**src/rtl/pwm_multi.sv**
```systemverilog
// pwm_multi: multi-channel, double-buffered PWM generator.
// N_CH channels share one programmable period counter. Configuration is
// captured into a shadow set on cfg_stb and copied into the active set
// only at a period wrap, so every channel switches on the same edge and
// no period is ever truncated or doubled.
//
// Ports
//   clk        single clock
//   rst        synchronous, active-high reset
//   cfg_period period value P (period lasts P+1 cycles)
//   cfg_duty   per-channel duty, channel i at [i*WIDTH +: WIDTH]
//   cfg_inv    per-channel output inversion
//   cfg_en     per-channel enable (disabled channel drives 0)
//   cfg_stb    one-cycle strobe capturing all cfg_* into the shadow set
//   cfg_pend   shadow holds values not yet applied
//   upd_done   one-cycle pulse in the first cycle of a new active set
//   sync       one-cycle pulse on the first pwm cycle of each period
//   pwm        registered PWM outputs
module pwm_multi #(
  parameter int unsigned WIDTH = 10,
  parameter int unsigned N_CH  = 4
) (
  input  logic                    clk,
  input  logic                    rst,
  input  logic [WIDTH-1:0]        cfg_period,
  input  logic [N_CH*WIDTH-1:0]   cfg_duty,
  input  logic [N_CH-1:0]         cfg_inv,
  input  logic [N_CH-1:0]         cfg_en,
  input  logic                    cfg_stb,
  output logic                    cfg_pend,
  output logic                    upd_done,
  output logic                    sync,
  output logic [N_CH-1:0]         pwm
);

  localparam int unsigned DUTY_W = N_CH * WIDTH;

  // Period counter
  logic [WIDTH-1:0]  cnt;

  // Active configuration
  logic [WIDTH-1:0]  per_a;
  logic [DUTY_W-1:0] duty_a;
  logic [N_CH-1:0]   inv_a;
  logic [N_CH-1:0]   en_a;

  // Shadow configuration
  logic [WIDTH-1:0]  per_s;
  logic [DUTY_W-1:0] duty_s;
  logic [N_CH-1:0]   inv_s;
  logic [N_CH-1:0]   en_s;

  logic              wrap_c;
  logic              apply_c;
  logic [N_CH-1:0]   pwm_nxt_c;

  // Last cycle of the active period; the only point where the active set may change
  assign wrap_c  = (cnt == per_a);
  assign apply_c = wrap_c & cfg_pend;

  // Free-running period counter, 0..per_a
  always_ff @(posedge clk) begin
    if (rst) begin
      cnt <= '0;
    end else if (wrap_c) begin
      cnt <= '0;
    end else begin
      cnt <= cnt + WIDTH'(1);
    end
  end

  // Shadow set: last strobe wins, independent of the wrap
  always_ff @(posedge clk) begin
    if (rst) begin
      per_s  <= '0;
      duty_s <= '0;
      inv_s  <= '0;
      en_s   <= '0;
    end else if (cfg_stb) begin
      per_s  <= cfg_period;
      duty_s <= cfg_duty;
      inv_s  <= cfg_inv;
      en_s   <= cfg_en;
    end
  end

  // Active set: takes the shadow contents as they stood before any
  // coinciding strobe, so a strobe in the wrap cycle lands one period later
  always_ff @(posedge clk) begin
    if (rst) begin
      per_a  <= '0;
      duty_a <= '0;
      inv_a  <= '0;
      en_a   <= '0;
    end else if (apply_c) begin
      per_a  <= per_s;
      duty_a <= duty_s;
      inv_a  <= inv_s;
      en_a   <= en_s;
    end
  end

  // Pending flag and update/sync pulses; a strobe always leaves pend set
  always_ff @(posedge clk) begin
    if (rst) begin
      cfg_pend <= 1'b0;
      upd_done <= 1'b0;
      sync     <= 1'b0;
    end else begin
      if (cfg_stb) begin
        cfg_pend <= 1'b1;
      end else if (apply_c) begin
        cfg_pend <= 1'b0;
      end
      upd_done <= apply_c;
      sync     <= (cnt == '0);
    end
  end

  // Per-channel compare; unsigned compare saturates high when duty > period
  for (genvar i = 0; i < int'(N_CH); i++) begin : g_ch
    logic [WIDTH-1:0] duty_i;
    assign duty_i       = duty_a[i*WIDTH +: WIDTH];
    assign pwm_nxt_c[i] = en_a[i] & ((cnt < duty_i) ^ inv_a[i]);
  end

  // Output register
  always_ff @(posedge clk) begin
    if (rst) begin
      pwm <= '0;
    end else begin
      pwm <= pwm_nxt_c;
    end
  end

endmodule

```
**config.mk**
```make
export PLATFORM = sky130hd
export DESIGN_NAME = pwm_multi
export DESIGN_NICKNAME = d
export VERILOG_FILES = /design/src/rtl/pwm_multi.sv
export SDC_FILE = /design/constraint.sdc
export NUM_CORES = 1
export LEC_CHECK = 0
export CAP_MARGIN = 10
export CORE_ASPECT_RATIO = 0.5
export CORE_MARGIN = 5
export CORE_UTILIZATION = 60
export DETAILED_ROUTE_END_ITERATION = 8
export HOLD_SLACK_MARGIN = 0.15
export PLACE_DENSITY = 0.86
export SLEW_MARGIN = 20
export SYNTH_ARGS = -nofsm -noshare
export SYNTH_HDL_FRONTEND = slang
export SYNTH_SLANG_ARGS = --single-unit
```
**constraint.sdc**
```tcl
create_clock -name clk -period 2.6 [get_ports clk]
set_input_delay 0.52 -clock clk [delete_from_list [all_inputs] [get_ports clk]]
set_output_delay 0.52 -clock clk [all_outputs]
set_load 0.03 [all_outputs]
```
==> results_dict.tcl, run 1 <==
set metrics [dict create \
    cts_htree_levels 4 \
    max_clock_freq_mhz 440 \
    cap_violations 0 \
    clk_latency_ns 0.41 \
    vias 4338 \
    grt_setup_unrepaired "no" \
    die_height_um 79.9 \
    drt-wirelength-per-cell_um 15.6 \
    ioPinCount 68 \
    skew_ns 0.00632 \
    syn_nets 695 \
    cp.arrival_ns 2.56 \
    finalCritPeriodShare_pct 87.3 \
    final.setup.tns_ns 0 \
    grt_max_degree 49 \
    slew_viol_final 0 \
    cp_slowest_cell "dfxtp_1" \
    ctsLongestPathBuffers 2 \
    overflow 0 \
    post-cts-setup-buffer-count 0 \
    netlist_instances 596 \
    syn_to_final_growth_pct 21.6 \
    cp.buffers_inverters 1 \
    dp_hpwl_um 8430 \
    cp_slowest_stage_delay_ns 0.65 \
    critPathLaunchType "flip-flop" \
    cts_resized 0 \
    first_iter_violations 360 \
    firstDrtPassIters 5 \
    end_kind "flip-flop" \
    cts_buffers 17 \
    worstPathRequired_ns 2.89 \
    syn_area_per_cell_um2 9.83 \
    wirelength_um 12600 \
    cp_max_fo 25 \
    final_nets 761 \
    cts_root_buffer "clkbuf_16" \
    drc_errors 0 \
    grt_pass1_vias 4298 \
    antenna_found_initial 0 \
    slew_headroom_pct 64.7 \
    grt_pass1_wl_um 20700 \
    status "complete, no violations" \
    hold_violations 0 \
    core_area_um2 9480 \
    initial_utilization_pct 61.8 \
    dp_cells 778 \
    setup_viol 0 \
    irDropWorstVdd_mv 0.581 \
    postRouteAntennaNets 0 \
    period_minus_slack_ns 2.27 \
    die-area_um2 12000 \
    powerDensity_nw_per_um2 784 \
    crit_chain "xnor2_1, nand4_1, nor3_4, buf_4, mux2i_1, nor2_1" \
    synth.distinct_cells 32 \
    fp.dieW_um 150 \
    clk_pin_slew_ns 0.05 \
    place_congestion 0.811 \
    synth_warnings 0 \
    crit_type "flip-flop to flip-flop" \
    ctsHoldBuffers 0 \
    static-leakage-power_nw 2.95 \
    ys_seq_area_share_pct 45.5 \
    cpLargestDelayFamily "flip-flops" \
    drive_above_1_share_pct 6.22 \
    ys_ff_latch 133 \
    cts_sinks 133 \
    rows 25 \
    grt_use_total_pct 22.1 \
    portBuffers 67 \
    layoutNonFillerInstCount 810 \
    hp-class "flip-flop to flip-flop" \
    vias_per_cell 5.36 \
    worstMarginPinSlew_ns 0.529 \
    antenna_cells 0 \
    cts_tree "done" \
    syn-cell-area_um2 5860 \
]
through the flow:
step / worst slack (ns) / instance area, um2 / util [%] / hold WS [ns] / power (mW)
2_1_floorplan: 0.930 / 5860 / - / 0.438 / 3.21
3_3_place_gp: 0.541 / 6580 / 69.4 / 0.471 / 3.35
3_5_place_dp: 0.407 / 6580 / 69.4 / 0.480 / 3.38
4_1_cts: 0.342 / 7120 / 75.1 / 0.490 / 5.60
5_1_grt: 0.286 / 7120 / 75.1 / 0.515 / 5.82
6_report: 0.329 / 7120 / 75.1 / 0.487 / 5.58
synth_stat cells (all sizes together):
cell type    n  share of area [%]
a211o        3               0.45
a211oi       2               0.26
a21o         5               0.64
a21oi       18                1.5
a31o         1               0.15
and2         1               0.11
and3         3               0.32
and4         1               0.15
and4b        1               0.17
buf         14                2.8
clkbuf      16                1.0
dfxtp      133                 45
ha          38                8.1
inv         45                2.9
mux2i      112                 19
nand2        9               0.58
nand2b      12                1.3
nand3        7               0.60
nand3b       4               0.51
nand4        7               0.75
nor2       126                8.1
nor3         1               0.17
nor4         3               0.32
o21a         3               0.38
o21ai        9               0.77
o22ai        1               0.11
o41a         3               0.58
xnor2       15                2.2
xor2         3               0.45
cell usage in the layout (no fill, tap or decap), drive strengths merged, types with 2 or more instances in the layout:
cell type,netlist,final
dfxtp,133,133
nor2,126,126
mux2i,112,112
clkdlybuf4s50,0,65
inv,45,45
ha,38,38
clkbuf,16,23
a21oi,18,18
xnor2,15,15
nand2b,12,12
buf,14,12
nand2,9,9
o21ai,9,9
nand4,7,7
nand3,7,7
clkinv,0,6
a21o,5,5
nand3b,4,4
a211o,3,3
o21a,3,3
o41a,3,3
and3,3,3
xor2,3,3
nor4,3,3
a211oi,2,2
clkinvlp,0,2
worst reg2reg max path, stage by stage, from the launching register on:
cell	delay, ns
dfxtp_1	0.65
xnor2_1	0.19
nand4_1	0.24
nor3_4	0.31
buf_4	0.42
mux2i_1	0.28
nor2_1	0.06
final timing paths:
kind                                      startpoint                 endpoint  slack, ns  depth (start not counted)
worst max register to register     cnt[2]$_SDFF_PP0_  duty_a[27]$_SDFFE_PP0P_       0.33                          6
worst max-delay path               cnt[2]$_SDFF_PP0_  duty_a[27]$_SDFFE_PP0P_       0.33                          6
worst min-delay path            en_s[1]$_SDFFE_PP0P_     en_a[1]$_SDFFE_PP0P_       0.49                          2
worst min register to register  en_s[1]$_SDFFE_PP0P_     en_a[1]$_SDFFE_PP0P_       0.49                          2
power by group:
part	switching, mW	internal (mW)	total (mW)
clock network	0.857	1.36	2.21
logic	0.561	0.522	1.08
registers	0.0990	2.19	2.29
cells by family (layout without fill, tap and decap cells):
group / after synthesis / count (layout) / share of synthesized area (%)
AND/OR/NAND/NOR: 175 / 175 / 13.0
flip-flops: 133 / 133 / 45.5
multiplexers: 112 / 112 / 19.1
buffers and inverters: 75 / 154 / 6.71
AO/OA/AOI/OAI: 45 / 45 / 4.87
adder cells (fa/ha/maj): 38 / 38 / 8.12
XOR/XNOR: 18 / 18 / 2.69
sequential cells by signal, indices dropped and copies added (netlist names), 10 cells and up:
| signal | flops |
|---|---|
| duty_a | 40 |
| duty_s | 40 |
| cnt | 10 |
| per_a | 10 |
| per_s | 10 |
area by class of cell:
type / instances / area [um2]
multi-input cells: 388 / 2810
flip-flops and latches: 133 / 2660
fillers: 638 / 2360
repair buffers: 77 / 766
clock buffers: 23 / 468
inverters: 45 / 169
well taps: 135 / 169
clock inverters: 9 / 78.8
layer usage:
metal | GRT usage, % | vias up | share of wire [%]
met5 | 0 | - | 0
met4 | 9.12 | 0 | 2.1
met3 | 6.41 | 28 | 7.1
met2 | 34.5 | 139 | 45
met1 | 29.0 | 2034 | 46
li1 | - | 2137 | -
Power figures use the tool's default switching activity.
==> run 2, diff against run 1 <==
--- a/config.mk
+++ b/config.mk
@@ -6,7 +6,6 @@
 export NUM_CORES = 1
 export LEC_CHECK = 0
 export CAP_MARGIN = 10
-export CORE_ASPECT_RATIO = 0.5
 export CORE_MARGIN = 5
 export CORE_UTILIZATION = 60
 export DETAILED_ROUTE_END_ITERATION = 8
==> results_dict.tcl, run 2 (synthesis gave the netlist of run 1 again) <==
set metrics [dict create \
    ioPinCount 68 \
    vias 4249 \
    period_minus_slack_ns 2.15 \
    reg2reg_to "duty_a[18]$_SDFFE_PP0P_" \
    finalCritPeriodShare_pct 82.8 \
    reg2reg_depth 6 \
    max_clock_freq_mhz 465 \
    place_congestion 0.833 \
    drt-wirelength-per-cell_um 15.1 \
    dp_cells 775 \
    min_to "pwm[2]$_SDFF_PP0_" \
    hp-class "flip-flop to flip-flop" \
    r2r-start "cnt[2]$_SDFF_PP0_" \
    drive_above_1_share_pct 6.68 \
    ctsLongestPathBuffers 2 \
    fp.dieW_um 109 \
    hold_violations 0 \
    overflow 0 \
    first_iter_violations 239 \
    end_kind "flip-flop" \
    initial_utilization_pct 60.8 \
    p_total_mw 5.65 \
    worstPathRequired_ns 3.01 \
    setup_viol 0 \
    hold_start "en_a[2]$_SDFFE_PP0P_" \
    rows 36 \
    final_nets 760 \
    die-area_um2 11800 \
    layoutNonFillerInstCount 807 \
    antenna_found_initial 0 \
    cts_sinks 133 \
    firstDrtPassIters 5 \
    hold-path-cell-count 2 \
    post-cts-setup-buffer-count 0 \
    cts_root_buffer "clkbuf_8" \
    core_area_um2 9640 \
    dp_hpwl_um 8180 \
    status "complete, no violations" \
    rrSetupSlack_ns 0.45 \
    crit_type "flip-flop to flip-flop" \
    irDropWorstVdd_mv 0.511 \
    cts_htree_levels 4 \
    wirelength_um 12100 \
    grt_max_degree 68 \
    clk_pin_slew_ns 0.06 \
    cp_max_fo 32 \
    worstMarginPinSlew_ns 0.651 \
    skew_ns 0.00708 \
    grt_pass1_wl_um 20500 \
    critPathLaunchType "flip-flop" \
    cp.arrival_ns 2.56 \
    drc_errors 0 \
    portBuffers 67 \
    static-leakage-power_nw 2.96 \
    ctsHoldBuffers 0 \
    cts_resized 0 \
    grt_pass1_vias 4389 \
    grt_setup_unrepaired "no" \
    grt_use_total_pct 22.3 \
    clk_latency_ns 0.53 \
    hold_slack_ns 0.484 \
    cts_buffers 17 \
    die_height_um 109 \
    cap_violations 0 \
    vias_per_cell 5.27 \
    final.setup.tns_ns 0 \
    powerDensity_nw_per_um2 791 \
    syn_to_final_growth_pct 22.1 \
    final_util_pct 74.2 \
    slew_viol_final 0 \
    final_common_cell "dfxtp_1" \
    antenna_cells 0 \
    final_cell_mix "dfxtp_1, nor2_1, mux2i_1, clkdlybuf4s50_1, inv_1" \
    reg.largest.list "duty_a: 40 flops, duty_s: 40 flops" \
    slew_headroom_pct 56.6 \
    postRouteAntennaNets 0 \
    cts_tree "done" \
]
[run 2: cell types whose count changed in the layout (fill, tap and decap cells not counted), sizes merged]
| cell | previous run | this run |
|---|---|---|
| clkinvlp | 2 | 4 |
| clkbuf | 23 | 19 |
| bufinv | 1 | 2 |
| buf | 12 | 11 |
| clkinv | 6 | 7 |
[run 2: layer usage]
metal / vias up / GRT usage, % / share of wire [%]
li1: 2132 / - / -
met1: 1978 / 26.7 / 43
met2: 112 / 37.6 / 49
met3: 27 / 5.39 / 5.3
met4: 0 / 10.5 / 2.4
met5: - / 0 / 0
[run 2: final cells by class]
cell class	count	area, um2
tap	133	166
fill	676	2490
clock inverter	13	133
clock buffer	19	442
sequential	133	2660
inverter	45	169
multi-input combinational	388	2810
timing repair buffer	76	771
[run 2: report_power, final]
part | internal [mW] | switching (mW) | leakage, nW | total [mW]
Clock | 1.41 | 0.877 | 0.275 | 2.28
Combinational | 0.535 | 0.550 | 1.60 | 1.08
Sequential | 2.19 | 0.0993 | 1.09 | 2.29
[run 2: worst max-delay path, stage by stage, from the launching register on]
cell	delay [ns]
dfxtp_1	0.67
xnor2_1	0.18
nand4_1	0.20
nor3_4	0.34
buf_12	0.26
mux2i_1	0.27
nor2_1	0.08
[run 2: metrics by stage]
stage,worst slack (ns),cell area [um2]
after floorplan,0.930,5860
after global placement,0.607,6580
after detailed placement,0.488,6580
after CTS,0.432,7150
after global routing,0.330,7150
final,0.448,7150
[run 2: how the worst max path moves through the flow]
stage,from,end,slack (ns),depth (start not counted)
CTS,cfg_pend$_SDFFE_PP0P_,cfg_pend,0.43,1
detailed placement,cnt[2]$_SDFF_PP0_,duty_a[11]$_SDFFE_PP0P_,0.49,6
global route,cnt[2]$_SDFF_PP0_,per_a[2]$_SDFFE_PP0P_,0.33,6
floorplan,cnt[2]$_SDFF_PP0_,per_a[0]$_SDFFE_PP0P_,0.93,7
global placement,cnt[2]$_SDFF_PP0_,duty_a[10]$_SDFFE_PP0P_,0.61,6
finish,cnt[2]$_SDFF_PP0_,duty_a[18]$_SDFFE_PP0P_,0.45,6
==> run 3, diff against run 2 <==
--- a/config.mk
+++ b/config.mk
@@ -7,10 +7,10 @@
 export LEC_CHECK = 0
 export CAP_MARGIN = 10
 export CORE_MARGIN = 5
-export CORE_UTILIZATION = 60
+export CORE_UTILIZATION = 56
 export DETAILED_ROUTE_END_ITERATION = 8
 export HOLD_SLACK_MARGIN = 0.15
-export PLACE_DENSITY = 0.86
+export PLACE_DENSITY = 0.81
 export SLEW_MARGIN = 20
 export SYNTH_ARGS = -nofsm -noshare
 export SYNTH_HDL_FRONTEND = slang
==> constraint.sdc (replaced) <==
create_clock -name clk -period 2.3 [get_ports clk]
set_input_delay 0.46 -clock clk [delete_from_list [all_inputs] [get_ports clk]]
set_output_delay 0.46 -clock clk [all_outputs]
set_load 0.03 [all_outputs]
==> results_dict.tcl, run 3 (synthesis gave the netlist of run 1 again) <==
set metrics [dict create \
    ctsHoldBuffers 0 \
    cp_slowest_cell "clkdlybuf4s50_1" \
    wirelength_um 12500 \
    final_nets 767 \
    portBuffers 67 \
    hold_violations 0 \
    clk_pin_slew_ns 0.06 \
    cp_slowest_stage_delay_ns 0.69 \
    cts_root_buffer "clkbuf_8" \
    crit_type "flip-flop to primary output" \
    reg2reg_depth 6 \
    ctsLongestPathBuffers 2 \
    multi_input_area_um2 2810 \
    firstDrtPassIters 4 \
    core_area_um2 10300 \
    cts_sinks 133 \
    grt_pass1_wl_um 21200 \
    place_congestion 0.868 \
    die_height_um 112 \
    max_clock_freq_mhz 489 \
    reg.largest.list "duty_a: 40 flops, duty_s: 40 flops" \
    slew_viol_final 0 \
    rrSetupSlack_ns 0.34 \
    cp.arrival_ns 1.59 \
    drive_above_1_share_pct 7.50 \
    n_fill_cell 769 \
    clk_latency_ns 0.52 \
    first_iter_violations 158 \
    skew_ns 0.00524 \
    r2r-start "cnt[0]$_SDFF_PP0_" \
    met3_length_um 635 \
    grt_setup_unrepaired "no" \
    hold-path-cell-count 3 \
    critPathLaunchType "flip-flop" \
    overflow 0 \
    vias 4291 \
    vias_per_cell 5.26 \
    grt_use_total_pct 20.9 \
    seq_area_um2 2660 \
    die-area_um2 12600 \
    cts_htree_levels 4 \
    dp_hpwl_um 8750 \
    cts_tree "done" \
    cp_max_fo 3 \
    final_common_cell "dfxtp_1" \
    met1_length_um 5340 \
    switching_share_pct 26.2 \
    crit_chain "clkdlybuf4s50_1" \
    postRouteAntennaNets 0 \
    drt-wirelength-per-cell_um 15.3 \
    min_to "en_s[2]$_SDFFE_PP0P_" \
    hold_start "cfg_stb" \
    worstPathRequired_ns 1.84 \
    cts_resized 0 \
    setup_viol 0 \
    antenna_found_initial 0 \
    drc_errors 0 \
    path_depth 1 \
    pwr-share-clk_pct 42.1 \
    syn_to_final_growth_pct 23.7 \
    internal_power_mw 4.86 \
    post-cts-setup-buffer-count 0 \
    slew_headroom_pct 64.3 \
    end_kind "primary output" \
    grt_max_degree 55 \
    status "complete, no violations" \
    final.setup.tns_ns 0 \
    cp.buffers_inverters 1 \
    powerDensity_nw_per_um2 909 \
    hp-class "input pin to flip-flop" \
    period_minus_slack_ns 2.05 \
    cp-startpoint "cfg_pend$_SDFFE_PP0P_" \
    rows 37 \
    worstMarginPinSlew_ns 0.535 \
    antenna_cells 0 \
    reg2reg_to "duty_a[5]$_SDFFE_PP0P_" \
    p_switching_mw 1.73 \
    finalCritPeriodShare_pct 89.0 \
    grt_pass1_vias 4566 \
    p_comb_share_pct 18.7 \
    ioPinCount 68 \
    met2_length_um 6250 \
    final_cell_mix "dfxtp_1, nor2_1, mux2i_1, clkdlybuf4s50_1, inv_1" \
    top_layer_used "met4" \
    cpLargestDelayFamily "buffers and inverters" \
    irDropWorstVdd_mv 0.646 \
    initial_utilization_pct 57.0 \
    static-leakage-power_nw 3.01 \
    fp.dieW_um 112 \
    final_util_pct 70.5 \
    cts_buffers 17 \
    cap_violations 0 \
    pwr-share-seq_pct 39.2 \
]
-- run 3: per-stage QoR --
| step | instances | hold WS [ns] | area [um2] | power (mW) | worst slack, ns |
|---|---|---|---|---|---|
| 6_report | 816 | 0.395 | 7240 | 6.58 | 0.254 |
| 5_1_grt | 816 | 0.398 | 7240 | 6.86 | 0.189 |
| 4_1_cts | 816 | 0.378 | 7240 | 6.63 | 0.212 |
| 3_5_place_dp | 785 | 0.468 | 6630 | 3.85 | 0.357 |
| 3_3_place_gp | 785 | 0.471 | 6630 | 3.79 | 0.464 |
| 2_1_floorplan | 596 | 0.438 | 5860 | 3.63 | 0.630 |
-- run 3: power groups by stage --
stage          registers (mW)  clock network (mW)  logic (mW)
3_5_place_dp             2.63                   0        1.22
4_1_cts                  2.58                2.81        1.24
6_report                 2.58                2.77        1.23
5_1_grt                  2.60                2.92        1.34
3_3_place_gp             2.62                   0        1.17
2_1_floorplan            2.62                   0        1.01
-- run 3: routing by layer --
| metal | global-route usage [%] | vias to the layer above |
|---|---|---|
| met2 | 36.4 | 100 |
| li1 | - | 2140 |
| met3 | 6.04 | 25 |
| met4 | 9.05 | 0 |
| met5 | 0 | - |
| met1 | 23.8 | 2026 |
-- run 3: how the worst max path moves through the flow --
stage                                         to  slack (ns)
after global routing      duty_a[1]$_SDFFE_PP0P_        0.19
after detailed placement   per_a[1]$_SDFFE_PP0P_        0.36
after global placement    duty_a[9]$_SDFFE_PP0P_        0.46
after floorplan            per_a[0]$_SDFFE_PP0P_        0.63
final                                   cfg_pend        0.25
after CTS                               cfg_pend        0.21
-- run 3: final cells by class --
cell class              count  area share, %
multi-input cells         388           38.8
clock buffers              18           5.91
repair buffers             83           11.4
flip-flops and latches    133           36.8
clock inverters            13           2.52
well taps                 136           2.35
inverters                  45           2.33
